$ cat config.mk
export PLATFORM = sky130hd
export DESIGN_NAME = work_fetcher
export DESIGN_NICKNAME = d
export VERILOG_FILES = /design/src/rtl/miner_pkg.sv /design/src/rtl/work_fetcher.sv
export SDC_FILE = /design/constraint.sdc
export NUM_CORES = 1
export LEC_CHECK = 0
export CAP_MARGIN = 5
export CORE_MARGIN = 4
export CORE_UTILIZATION = 24
export DETAILED_ROUTE_END_ITERATION = 12
export PLACE_DENSITY_LB_ADDON = 0.25
export SLEW_MARGIN = 20
export SYNTH_ARGS = -nofsm -noshare
export SYNTH_HDL_FRONTEND = slang
export SYNTH_SLANG_ARGS = --single-unit
$ cat constraint.sdc
create_clock -name clk -period 64.5 [get_ports clk]
set_input_delay 9.675 -clock clk [delete_from_list [all_inputs] [get_ports clk]]
set_output_delay 9.675 -clock clk [all_outputs]
set_load 0.005 [all_outputs]
$ cat src/rtl/miner_pkg.sv
// Shared types and helpers for the miner datapath: work-fetch FSM states,
// work-unit geometry and the word byte-reversal used when capturing headers.
package miner_pkg;

  typedef enum logic [2:0] {
    WF_IDLE,
    WF_GO,
    WF_READ,
    WF_HOLD,
    WF_ERROR
  } work_fetch_state_t;

  localparam int WORK_WORDS_DEFAULT = 20;
  localparam int WORK_BYTES         = 80;

  function automatic logic [31:0] byte_swap32(input logic [31:0] w);
    return {w[7:0], w[15:8], w[23:16], w[31:24]};
  endfunction

endpackage

$ cat src/rtl/work_fetcher.sv
// Fetches one 80-byte block header through the read master, assembles it and
// holds it for the hashing core until acknowledged.
module work_fetcher
  import miner_pkg::*;
#(
  parameter int ADDRESSWIDTH   = 28,
  parameter int DATAWIDTH      = 32,
  parameter int WORK_WORDS     = WORK_WORDS_DEFAULT,
  parameter int TIMEOUT_CYCLES = 1_000_000,
  parameter bit BYTE_SWAP      = 1'b0
) (
  input  logic                       clk,
  input  logic                       reset,
  input  logic                       start,
  input  logic [ADDRESSWIDTH-1:0]    base_addr,
  output logic                       read_control_fixed_location,
  output logic [ADDRESSWIDTH-1:0]    read_control_read_base,
  output logic [ADDRESSWIDTH-1:0]    read_control_read_length,
  output logic                       read_control_go,
  input  logic                       read_control_done,
  output logic                       read_user_read_buffer,
  input  logic [DATAWIDTH-1:0]       read_user_buffer_output_data,
  input  logic                       read_user_data_available,
  output logic [WORK_WORDS*32-1:0]   work_header,
  output logic                       work_valid,
  input  logic                       work_ack,
  output logic                       busy,
  output logic                       fetch_error,
  output logic [7:0]                 words_received
);

  work_fetch_state_t       state;
  logic [ADDRESSWIDTH-1:0] read_base;
  logic [31:0]             words [WORK_WORDS];
  logic [7:0]              wr_cnt;
  logic [7:0]              wr_next;
  logic [31:0]             tmo_cnt;
  logic                    done_seen;
  logic                    pop;
  logic                    complete;
  logic                    expired;
  logic [31:0]             capture;
  logic                    unused_addr_bits;

  // The master always reads word-aligned, so the low address bits are dropped.
  assign unused_addr_bits            = ^base_addr[1:0];
  assign read_control_fixed_location = 1'b0;
  assign read_control_read_base      = read_base;
  assign read_control_read_length    = ADDRESSWIDTH'(WORK_WORDS * 4);
  assign words_received              = wr_cnt;

  assign pop      = (state == WF_READ) && read_user_data_available &&
                    (wr_cnt < 8'(WORK_WORDS));
  assign read_user_read_buffer = pop;
  assign wr_next  = wr_cnt + 8'(pop);
  assign capture  = BYTE_SWAP ? byte_swap32(read_user_buffer_output_data[31:0])
                              : read_user_buffer_output_data[31:0];
  // Completion looks at the post-pop count so work_valid follows the last pop by one cycle.
  assign complete = (wr_next == 8'(WORK_WORDS)) && (done_seen || read_control_done);
  assign expired  = (tmo_cnt == 32'(TIMEOUT_CYCLES - 1));

  always_comb begin
    work_header = '0;
    for (int i = 0; i < WORK_WORDS; i++) begin
      work_header[i*32 +: 32] = words[i];
    end
  end

  always_ff @(posedge clk or posedge reset) begin
    if (reset) begin
      state           <= WF_IDLE;
      read_base       <= '0;
      wr_cnt          <= '0;
      tmo_cnt         <= '0;
      done_seen       <= 1'b0;
      fetch_error     <= 1'b0;
      read_control_go <= 1'b0;
      work_valid      <= 1'b0;
      busy            <= 1'b0;
      for (int i = 0; i < WORK_WORDS; i++) begin
        words[i] <= '0;
      end
    end else begin
      read_control_go <= 1'b0;
      case (state)
        WF_IDLE: begin
          if (start) begin
            read_base       <= {base_addr[ADDRESSWIDTH-1:2], 2'b00};
            wr_cnt          <= '0;
            tmo_cnt         <= '0;
            done_seen       <= 1'b0;
            fetch_error     <= 1'b0;
            read_control_go <= 1'b1;
            busy            <= 1'b1;
            state           <= WF_GO;
          end
        end
        WF_GO: begin
          done_seen <= done_seen | read_control_done;
          if (expired) begin
            fetch_error <= 1'b1;
            state       <= WF_ERROR;
          end else begin
            tmo_cnt <= tmo_cnt + 32'd1;
            state   <= WF_READ;
          end
        end
        WF_READ: begin
          done_seen <= done_seen | read_control_done;
          if (pop) begin
            for (int i = 0; i < WORK_WORDS; i++) begin
              if (wr_cnt == 8'(i)) words[i] <= capture;
            end
            wr_cnt <= wr_next;
          end
          // A fetch finishing on the expiry cycle is still presented.
          if (complete) begin
            work_valid <= 1'b1;
            state      <= WF_HOLD;
          end else if (expired) begin
            fetch_error <= 1'b1;
            state       <= WF_ERROR;
          end else begin
            tmo_cnt <= tmo_cnt + 32'd1;
          end
        end
        WF_HOLD: begin
          if (work_ack) begin
            work_valid <= 1'b0;
            busy       <= 1'b0;
            state      <= WF_IDLE;
          end
        end
        WF_ERROR: begin
          busy  <= 1'b0;
          state <= WF_IDLE;
        end
        default: begin
          busy  <= 1'b0;
          state <= WF_IDLE;
        end
      endcase
    end
  end

endmodule

==> results of run 1 <==
cells in the mapped netlist (all sizes together) (3+ instances only):
master  count  share of area
a211oi      5         0.0013
a21oi      13         0.0023
a22o        5         0.0016
a31oi      14         0.0034
a41oi       8         0.0025
and2        6         0.0014
and3       13         0.0029
and4        5         0.0016
buf        97          0.022
clkbuf     84          0.011
dfrtp     714           0.64
ha          3         0.0013
inv        12         0.0016
mux2      641           0.26
mux2i       7         0.0025
nand2     128          0.017
nand2b      4        0.00089
nand3      18         0.0032
nand3b      5         0.0013
nand4      12         0.0029
nor2       32         0.0051
nor2b       3        0.00067
nor3       10         0.0021
nor4        6         0.0013
nor4b       3        0.00094
o21a        4         0.0011
o21ai      22         0.0045
or3         3        0.00067
registers in the layout, summed over array words and instances, names as in the netlist:
signal and count:
read_control_read_base 26, work_header 640, fetch_error 1, tmo_cnt 32, read_control_go 1, done_seen 1, words_received 8, busy 1
state 3, work_valid 1
placed cells by master (no fill, tap or decap), types with 17 or more instances in the layout:
cell / n
buf_4: 39
nor2_1: 21
nand2_1: 125
dfrtp_1: 714
clkdlybuf4s50_1: 736
clkbuf_16: 85
o21ai_0: 17
conb_1: 31
mux2_2: 626
nand3_1: 17
worst min path at each step:
stage	endpoint	slack (ps)
after floorplan	tmo_cnt[31]$_DFFE_PP0P_	450
after global placement	work_header[264]$_DFFE_PP0P_	470
after detailed placement	read_control_read_base[17]$_DFFE_PP0P_	470
after CTS	read_control_read_base[17]$_DFFE_PP0P_	480
after global routing	read_control_read_base[17]$_DFFE_PP0P_	500
final	read_control_read_base[7]$_DFFE_PP0P_	480
cell type report:
cell class | count | share of cell area
timing repair buffer | 784 | 0.194
tap | 1524 | 0.0477
sequential | 714 | 0.447
clock inverter | 40 | 0.0151
clock buffer | 114 | 0.0599
inverter | 12 | 0.00131
antenna | 4 | 0.000250
multi-input combinational | 1023 | 0.235
worst reg2reg max path: stages (launching register included):
cell and delay, ps:
dfrtp_1 520, and2b_1 320, nand4_2 230, nor2_4 290, ha_1 290, ha_1 300
nor2b_1 70, a31oi_1 270, o21ai_2 120, and3_1 270, o21ai_4 560, a31oi_1 190
kinds of logic after synthesis:
logic type / after synthesis
adders and majority gates: 3
other: 2
and+or+nand+nor: 253
buffers and inverters: 193
muxes: 648
DFF: 714
AOI/OAI and AO/OA: 88
metal layers:
metal	share of wire	wire, microns	GRT usage
met1	0.39	40000	0.190
met2	0.50	51400	0.285
met3	0.076	7750	0.0459
met4	0.026	2690	0.0515
met5	0	0	0
power groups by stage:
stage	Combinational (mW)	Clock, mW	Sequential [mW]
after global placement	0.242	0	0.533
after global routing	0.259	0.546	0.535
final	0.241	0.509	0.528
after detailed placement	0.244	0	0.536
after CTS	0.245	0.528	0.528
after floorplan	0.0975	0	0.535
per-stage QoR:
stage	hold slack, ps	utilization
detailed placement	470	0.318
finish	481	0.344
global route	500	0.344
global placement	468	0.318
floorplan	448	-
CTS	484	0.344
==> results.md, run 1 <==
* Reg2reg start: state[0]$_DFFE_PP0P_
* Power, Total at 1.28 mW
* Clock Pin Slew Worst Setup and Hold Paths at 50 ps
* Area after DPL at 0.0369 sq mm
* Row count at 125
* FF-to-FF path depth at 11
* Die width at 350 microns
* WHS Path Cells at 2
* Final Wtd Congestion at 0.814
* Number of global-route vias before repair at 19900
* Worst setup path start: read_user_data_available
* Port Buffers at 742
* Wirelength per Cell at 24.2 microns
* Fillers at 11200
* GR Overflow Total at 0
* Max incr delay on CP at 610 ps
* Fin. Hold Viols at 0
* Worst Hold Class: reg2reg
* Fin cells at 4215
* CP cell instances: clkdlybuf4s50_1 > nand4_2 > nor2_4 > clkdlybuf4s50_1
* # Post-CTS Setup Buffers at 0
* Synth cell types at 61
* Core Region at 0.116 sq mm
* Min Tclk post-route at 20940 ps
* Vias per cell at 4.42
* Simple-gate portion of the synthesized area at 0.0437
* R2R Setup Slk at 60900 ps
* Max cap viols at 0
* RSZ-0062 raised after global routing: no
* Clk network pwr share at 0.398
* Cell count along the critical path at 4
* # IOs at 776
* Clk buf depth at 3
* Post-route DRC violation count at 0
* DP Worst Slack at 43550 ps
* CP max stage cell: clkdlybuf4s50_1
* CP Capture Point: read_user_read_buffer
* Synth Area in Adders at 0.00134
* Final instance area at 0.0400 sq mm
* Fin worst setup slack at 43560 ps
* Cell area after synthesis at 0.0280 sq mm
* Synth warn at 0
* Worst-Margin Slew at 1100 ps
* CP Data Arrival Time at 11270 ps
* Mapped Cells at 1901
* P_int at 0.939 mW
* DRT Pass-1 Iters at 5
* Final #Nets at 2687
* First-pass GRT wire length at 145000 microns
* H-tree Lvls at 3
* Final Slew Violations at 0
* WP buf/inv at 2
* RR Endpoint: tmo_cnt[11]$_DFFE_PP0P_
* Die area at 0.122 sq mm
* TNS Setup at 0 ps
* Storage cell area at 0.0179 sq mm
* Area grow syn2layout at 42.7%
* Initial Util at 0.241
* Area of the multi-input gates at 0.00938 sq mm
* Combinational family with the most area after synthesis: multiplexers
* CP startpoint kind: input port
* Max VDD drop at 0.0185 mV
* Antenna-violating nets left at 0
* Compound-Gate Fraction of Synth Area at 0.0221
* Relative slew slack at 0.262
* P_sw at 0.340 mW
* Cell mode on critical path: clkdlybuf4s50_1
* Post-synthesis mux area share at 0.260
* Dpl cells at 4056
* Cell area power density at 32.0 mW/mm^2
* TritonCTS buffer count at 83
* Initial antenna violation count at 9
* Clock Skews at 28.9 ps
* Pin count of the biggest net entering global routing at 185
* Clock sink total at 714
* Synth async-reset ratio at 1.00
* Root Driver: clkbuf_16
* Setup violations, final at 0
* Crit-path max FO at 9
* CTS resizes at 0
* Reg power frac at 0.413
* DP HPWL at 69600 microns
* Die Ht at 350 microns
* CP Data Required Time at 54830 ps
* Gate power share at 0.188
* Layout cells sized above 1 at 0.316
* Sequential share of the synthesized area at 0.638
* F_max at 0.0478 GHz
* Hold buffers post-CTS at 0
* Main synth FF type: dfrtp_1
* Status: finished, final reports clean
* Total Wirelength at 102000 microns
* CTS tree: yes
* Post-synthesis xor/xnor area fraction at 0
* Clk_lat worst skew at 660 ps
* Final Cycle Share at 0.325
* Hold Startpoint: read_control_read_base[7]$_DFFE_PP0P_
* Number of synthesized register bits at 714
* Avg Cell Area, Syn at 14.7 sq um
* Total track usage at 0.162
* DRT iter0 DRCs at 885
* Crit path kind: in2out
* Leak at 18.5 nW
* CP delay by family, top: buffers and inverters
* Worst setup EP type: primary output
* Vias at 18600
* Number of flops mapped to enable cells by yosys at 0
* Switching share of power at 0.266
No activity file was read; power rests on OpenSTA's default activity.
==> run 2, diff against run 1 <==
==> constraint.sdc (replaced) <==
create_clock -name clk -period 18.5 [get_ports clk]
set_input_delay 2.775 -clock clk [delete_from_list [all_inputs] [get_ports clk]]
set_output_delay 2.775 -clock clk [all_outputs]
set_load 0.005 [all_outputs]
==> results.md, run 2 (synthesis gave the netlist of run 1 again) <==
* DRT Pass-1 Iters at 5 (unchanged)
* Min Tclk post-route at 7110 ps
* Max VDD drop at 0.0634 mV (was 0.0185 mV)
* Gate power share at 0.189 (was 0.188)
* CTS resizes at 0 (unchanged)
* Die area at 0.122 sq mm (unchanged)
* GR Overflow Total at 0 (unchanged)
* Hold buffers post-CTS at 0 (unchanged)
* F_max at 0.141 GHz
* Total Wirelength at 101000 microns (was 102000 microns)
* First-pass GRT wire length at 144000 microns (was 145000 microns)
* Most frequent cells in the layout: clkdlybuf4s50_1, dfrtp_1, mux2_2 (unchanged)
* Max cap viols at 0 (unchanged)
* Finished Core Util at 0.344 (about the same)
* H-tree Lvls at 3 (unchanged)
* TritonCTS buffer count at 85 (was 83)
* Most common cell after layout, fill and taps aside: clkdlybuf4s50_1 (unchanged)
* Dpl cells at 4054 (was 4056)
* P_int at 3.23 mW (was 0.939 mW)
* Final Slew Violations at 0 (unchanged)
* Total track usage at 0.161 (was 0.162)
* DP HPWL at 69600 microns (about the same)
* Layout cells sized above 1 at 0.315 (was 0.316)
* Fin cells at 4219 (was 4215)
* Worst-Margin Slew at 1120 ps (was 1100 ps)
* Worst Hold Class: reg2reg (unchanged)
* Hold_ws at 481 ps (about the same)
* Clk buf depth at 3 (unchanged)
* # IOs at 776 (unchanged)
* CTS tree: yes (unchanged)
* Fin worst setup slack at 11390 ps (was 43560 ps)
* Reg power frac at 0.419 (was 0.413)
* Clk network pwr share at 0.393 (was 0.398)
* Vias at 18600 (about the same)
* Switching share of power at 0.266 (about the same)
* Final #Nets at 2686 (was 2687)
* CP Data Arrival Time at 4330 ps (was 11270 ps)
* Crit path kind: in2out (unchanged)
* Fin. Hold Viols at 0 (unchanged)
* Number of global-route vias before repair at 19600 (was 19900)
* Status: finished, final reports clean (unchanged)
* Clock Skews at 34.3 ps (was 28.9 ps)
* Cell area power density at 110 mW/mm^2 (was 32.0 mW/mm^2)
* DRT iter0 DRCs at 1020 (was 885)
* Wirelength per Cell at 24.0 microns (was 24.2 microns)
* Core Region at 0.116 sq mm (unchanged)
* Die width at 350 microns (unchanged)
* Antenna-violating nets left at 0 (unchanged)
* Initial Util at 0.241 (unchanged)
* Port Buffers at 742 (unchanged)
* CP startpoint kind: input port (unchanged)
* Worst setup EP type: primary output (unchanged)
* Relative slew slack at 0.250 (was 0.262)
* DP Worst Slack at 11360 ps (was 43550 ps)
* RSZ-0062 raised after global routing: no (unchanged)
* # Post-CTS Setup Buffers at 0 (unchanged)
* Max reg flops at 640 (unchanged)
* P_sw at 1.17 mW (was 0.340 mW)
* Leak at 18.4 nW (was 18.5 nW)
* Final Wtd Congestion at 0.793 (was 0.814)
* CP Data Required Time at 15730 ps (was 54830 ps)
* Crit-path max FO at 9 (unchanged)
* Area grow syn2layout at 42.5% (was 42.7%)
* Die Ht at 350 microns (unchanged)
* TNS Setup at 0 ps (unchanged)
* Final Cycle Share at 0.384
* Clock Pin Slew Worst Setup and Hold Paths at 50 ps (about the same)
* Clock sink total at 714 (unchanged)
* Root Driver: clkbuf_16 (unchanged)
* Vias per cell at 4.40 (was 4.42)
* Row count at 125 (unchanged)
* Pin count of the biggest net entering global routing at 168 (was 185)
* Initial antenna violation count at 6 (was 9)
* Clk_lat worst skew at 650 ps (was 660 ps)
* Setup violations, final at 0 (unchanged)
* Post-route DRC violation count at 0 (unchanged)
[run 2: cell type report]
type                            instances  area (sq um)
Antenna cell                            9          22.5
Clock buffer                          127          2590
Clock inverter                         29           360
Fill cell                           11300         76100
Inverter                               12          48.8
Multi-Input combinational cell       1023          9380
Sequential cell                       714         17900
Tap cell                             1524          1910
Timing Repair Buffer                  781          7730
[run 2: power groups by stage]
stage	combinational, mW	sequential [mW]	clock, mW
3_3_place_gp	0.834	1.86	0
6_report	0.830	1.84	1.73
3_5_place_dp	0.842	1.87	0
2_1_floorplan	0.340	1.86	0
4_1_cts	0.845	1.84	1.79
5_1_grt	0.895	1.87	1.85
[run 2: worst paths after layout]
kind                       depth (start not counted)  slack [ps]                                  start                                     to
max                                                4       11390               read_user_data_available                  read_user_read_buffer
min                                                2         480  read_control_read_base[9]$_DFFE_PP0P_  read_control_read_base[9]$_DFFE_PP0P_
max reg2reg                                       12       14930                   state[0]$_DFFE_PP0P_                tmo_cnt[13]$_DFFE_PP0P_
min reg2reg                                        2         480  read_control_read_base[9]$_DFFE_PP0P_  read_control_read_base[9]$_DFFE_PP0P_
max in group asynchronous                          5       12810                                  reset           work_header[281]$_DFFE_PP0P_
min in group asynchronous                          2        2580                                  reset           work_header[485]$_DFFE_PP0P_
[run 2: worst max-delay path, stage by stage]
cell	delay [ps]
clkdlybuf4s50_1	480
nand4_2	200
nor2_4	280
clkdlybuf4s50_1	590
[run 2: stage by stage]
| stage | total power, mW | instance area [sq um] |
|---|---|---|
| floorplan | 2.20 | 28100 |
| global placement | 2.69 | 37000 |
| CTS | 4.48 | 39900 |
| detailed placement | 2.71 | 36900 |
| finish | 4.40 | 39900 |
| global route | 4.61 | 39900 |
[run 2: per-layer routing]
metal | global-route usage | routed length [microns] | vias to the layer above
met5 | 0 | 0 | -
met4 | 0.0608 | 3780 | 0
met3 | 0.0496 | 7320 | 165
met2 | 0.275 | 50100 | 639
met1 | 0.190 | 40000 | 9731
li1 | - | - | 8037
==> run 3, diff against run 2 <==
==> constraint.sdc (replaced) <==
create_clock -name clk -period 6.8 [get_ports clk]
set_input_delay 1.02 -clock clk [delete_from_list [all_inputs] [get_ports clk]]
set_output_delay 1.02 -clock clk [all_outputs]
set_load 0.005 [all_outputs]
==> results.md, run 3 (synthesis gave the netlist of run 1 again) <==
* Crit path kind: in2reg (was in2out)
* F_max at 0.249 GHz
* Max cap viols at 0 (unchanged)
* H-tree Lvls at 3 (unchanged)
* R2R Setup Slk at 2790 ps (was 14930 ps)
* Hold buffers post-CTS at 0 (unchanged)
* Clk_lat worst skew at 650 ps (about the same)
* Total track usage at 0.163 (was 0.161)
* DP Worst Slack at 2150 ps (was 11360 ps)
* Die area at 0.122 sq mm (unchanged)
* Setup violations, final at 0 (unchanged)
* Leak at 18.4 nW (about the same)
* Max incr delay on CP at 820 ps (was 590 ps)
* Area after DPL at 0.0370 sq mm (was 0.0369 sq mm)
* TritonCTS buffer count at 86 (was 85)
* Most frequent cells in the layout: clkdlybuf4s50_1, dfrtp_1, mux2_2 (unchanged)
* Status: finished, final reports clean (unchanged)
* Clock Pin Slew Worst Setup and Hold Paths at 60 ps (was 50 ps)
* Cell area power density at 295 mW/mm^2 (was 110 mW/mm^2)
* Worst-Margin Slew at 1070 ps (was 1120 ps)
* Layout cells sized above 1 at 0.317 (was 0.315)
* CP cell instances: clkdlybuf4s50_1 > nand4_2 > nor2_4 > ha_1 > ha_1 > nor2b_1 > a31oi_1 > o21ai_2 > a31oi_2 > buf_4 > a21boi_0 > o22ai_1 (was clkdlybuf4s50_1 > nand4_2 > nor2_4 > clkdlybuf4s50_1)
* Root Driver: clkbuf_16 (unchanged)
* Antenna-violating nets left at 0 (unchanged)
* Die Ht at 350 microns (unchanged)
* Worst Hold Class: reg2reg (unchanged)
* CP Data Arrival Time at 4540 ps (was 4330 ps)
* Fin. Hold Viols at 0 (unchanged)
* Power, Total at 11.7 mW (was 4.40 mW)
* CTS tree: yes (unchanged)
* Vias at 18600 (about the same)
* Max reg flops at 640 (unchanged)
* WHS Path Cells at 2 (unchanged)
* CTS resizes at 0 (unchanged)
* Vias per cell at 4.42 (was 4.40)
* Row count at 125 (unchanged)
* Clock Skews at 19.9 ps (was 34.3 ps)
* Wirelength per Cell at 24.3 microns (was 24.0 microns)
* Pin count of the biggest net entering global routing at 171 (was 168)
* Area grow syn2layout at 41.8% (was 42.5%)
* Cell mode on critical path: ha_1 (was clkdlybuf4s50_1)
* FF-to-FF path depth at 12 (unchanged)
* Crit-path max FO at 21 (was 9)
* Initial Util at 0.241 (unchanged)
* Relative slew slack at 0.290 (was 0.250)
* Worst setup EP type: flip-flop (was primary output)
* Final Cycle Share at 0.591
* DRT Pass-1 Iters at 5 (unchanged)
* Post-route DRC violation count at 0 (unchanged)
* DRT iter0 DRCs at 849 (was 1020)
* Clock sink total at 714 (unchanged)
* First-pass GRT wire length at 146000 microns (was 144000 microns)
* Final Slew Violations at 0 (unchanged)
* Initial antenna violation count at 7 (was 6)
* Die width at 350 microns (unchanged)
* Fin worst setup slack at 2780 ps (was 11390 ps)
* Number of global-route vias before repair at 20000 (was 19600)
* Final instance area at 0.0397 sq mm (was 0.0399 sq mm)
* Total Wirelength at 103000 microns (was 101000 microns)
* Final Wtd Congestion at 0.779 (was 0.793)
* # IOs at 776 (unchanged)
* Max VDD drop at 0.171 mV (was 0.0634 mV)
* CP startpoint kind: input port (unchanged)
* # Post-CTS Setup Buffers at 0 (unchanged)
* CP Data Required Time at 7320 ps (was 15730 ps)
* Min Tclk post-route at 4020 ps
* Clk buf depth at 3 (unchanged)
* CP max stage cell: a31oi_2 (was clkdlybuf4s50_1)
* Port Buffers at 742 (unchanged)
* Most common cell after layout, fill and taps aside: clkdlybuf4s50_1 (unchanged)
* Core Region at 0.116 sq mm (unchanged)
* DP HPWL at 70800 microns (was 69600 microns)
* Final #Nets at 2692 (was 2686)
* GR Overflow Total at 0 (unchanged)
* RSZ-0062 raised after global routing: no (unchanged)
run 3: cell types whose count changed in the layout (fill, tap and decap cells not counted), moves of 2 or more:
| cell | before | now |
|---|---|---|
| buf_2 | 6 | 8 |
| clkbuf_1 | 15 | 10 |
| bufinv_16 | 5 | 1 |
| clkdlybuf4s50_1 | 736 | 734 |
| clkbuf_8 | 24 | 17 |
| diode_2 | 9 | 4 |
| clkinvlp_4 | 6 | 2 |
| clkinv_2 | 12 | 23 |
| buf_4 | 35 | 40 |
| inv_6 | 1 | 5 |
run 3: power breakdown:
group / switching, mW / leakage, nW / internal (mW)
clock network: 1.85 / 1.38 / 2.58
logic: 1.04 / 7.26 / 1.23
registers: 0.289 / 9.77 / 4.72
run 3: stage by stage:
step           instances  hold slack (ps)  setup TNS (ps)   util
2_1_floorplan       1930              448        -2854430      -
3_3_place_gp        4059              468               0  0.319
3_5_place_dp        4059              466               0  0.319
4_1_cts             4209              481               0  0.342
5_1_grt             4209              492               0  0.342
6_report            4213              478               0  0.342
run 3: per-layer routing:
layer  up-vias  GRT usage  part of all wire
li1       8047          -                 -
met1      9803      0.193              0.40
met2       619      0.284              0.50
met3       155     0.0467             0.067
met4         0     0.0570             0.035
met5         -          0                 0
run 3: final cells by class:
cell class / count / area, sq um
Tap cell: 1524 / 1910
Timing Repair Buffer: 786 / 7770
Clock inverter: 36 / 292
Sequential cell: 714 / 17900
Inverter: 12 / 48.8
Antenna cell: 4 / 10.0
Fill cell: 11300 / 76300
Clock buffer: 114 / 2450
Multi-Input combinational cell: 1023 / 9380
run 3: worst max-delay path: cells and delay by family:
family / cells / cell delay (ps)
AOI/OAI and AO/OA: 5 / 1540
buffers and inverters: 2 / 840
adders and majority gates: 2 / 580
and+or+nand+nor: 3 / 530
run 3: worst paths after layout:
check | to | from
max | tmo_cnt[25]$_DFFE_PP0P_ | read_user_data_available
min | read_control_read_base[2]$_DFFE_PP0P_ | read_control_read_base[2]$_DFFE_PP0P_
max reg2reg | tmo_cnt[25]$_DFFE_PP0P_ | state[1]$_DFFE_PP0P_
min reg2reg | read_control_read_base[2]$_DFFE_PP0P_ | read_control_read_base[2]$_DFFE_PP0P_
max in group asynchronous | work_header[53]$_DFFE_PP0P_ | reset
min in group asynchronous | work_header[416]$_DFFE_PP0P_ | reset
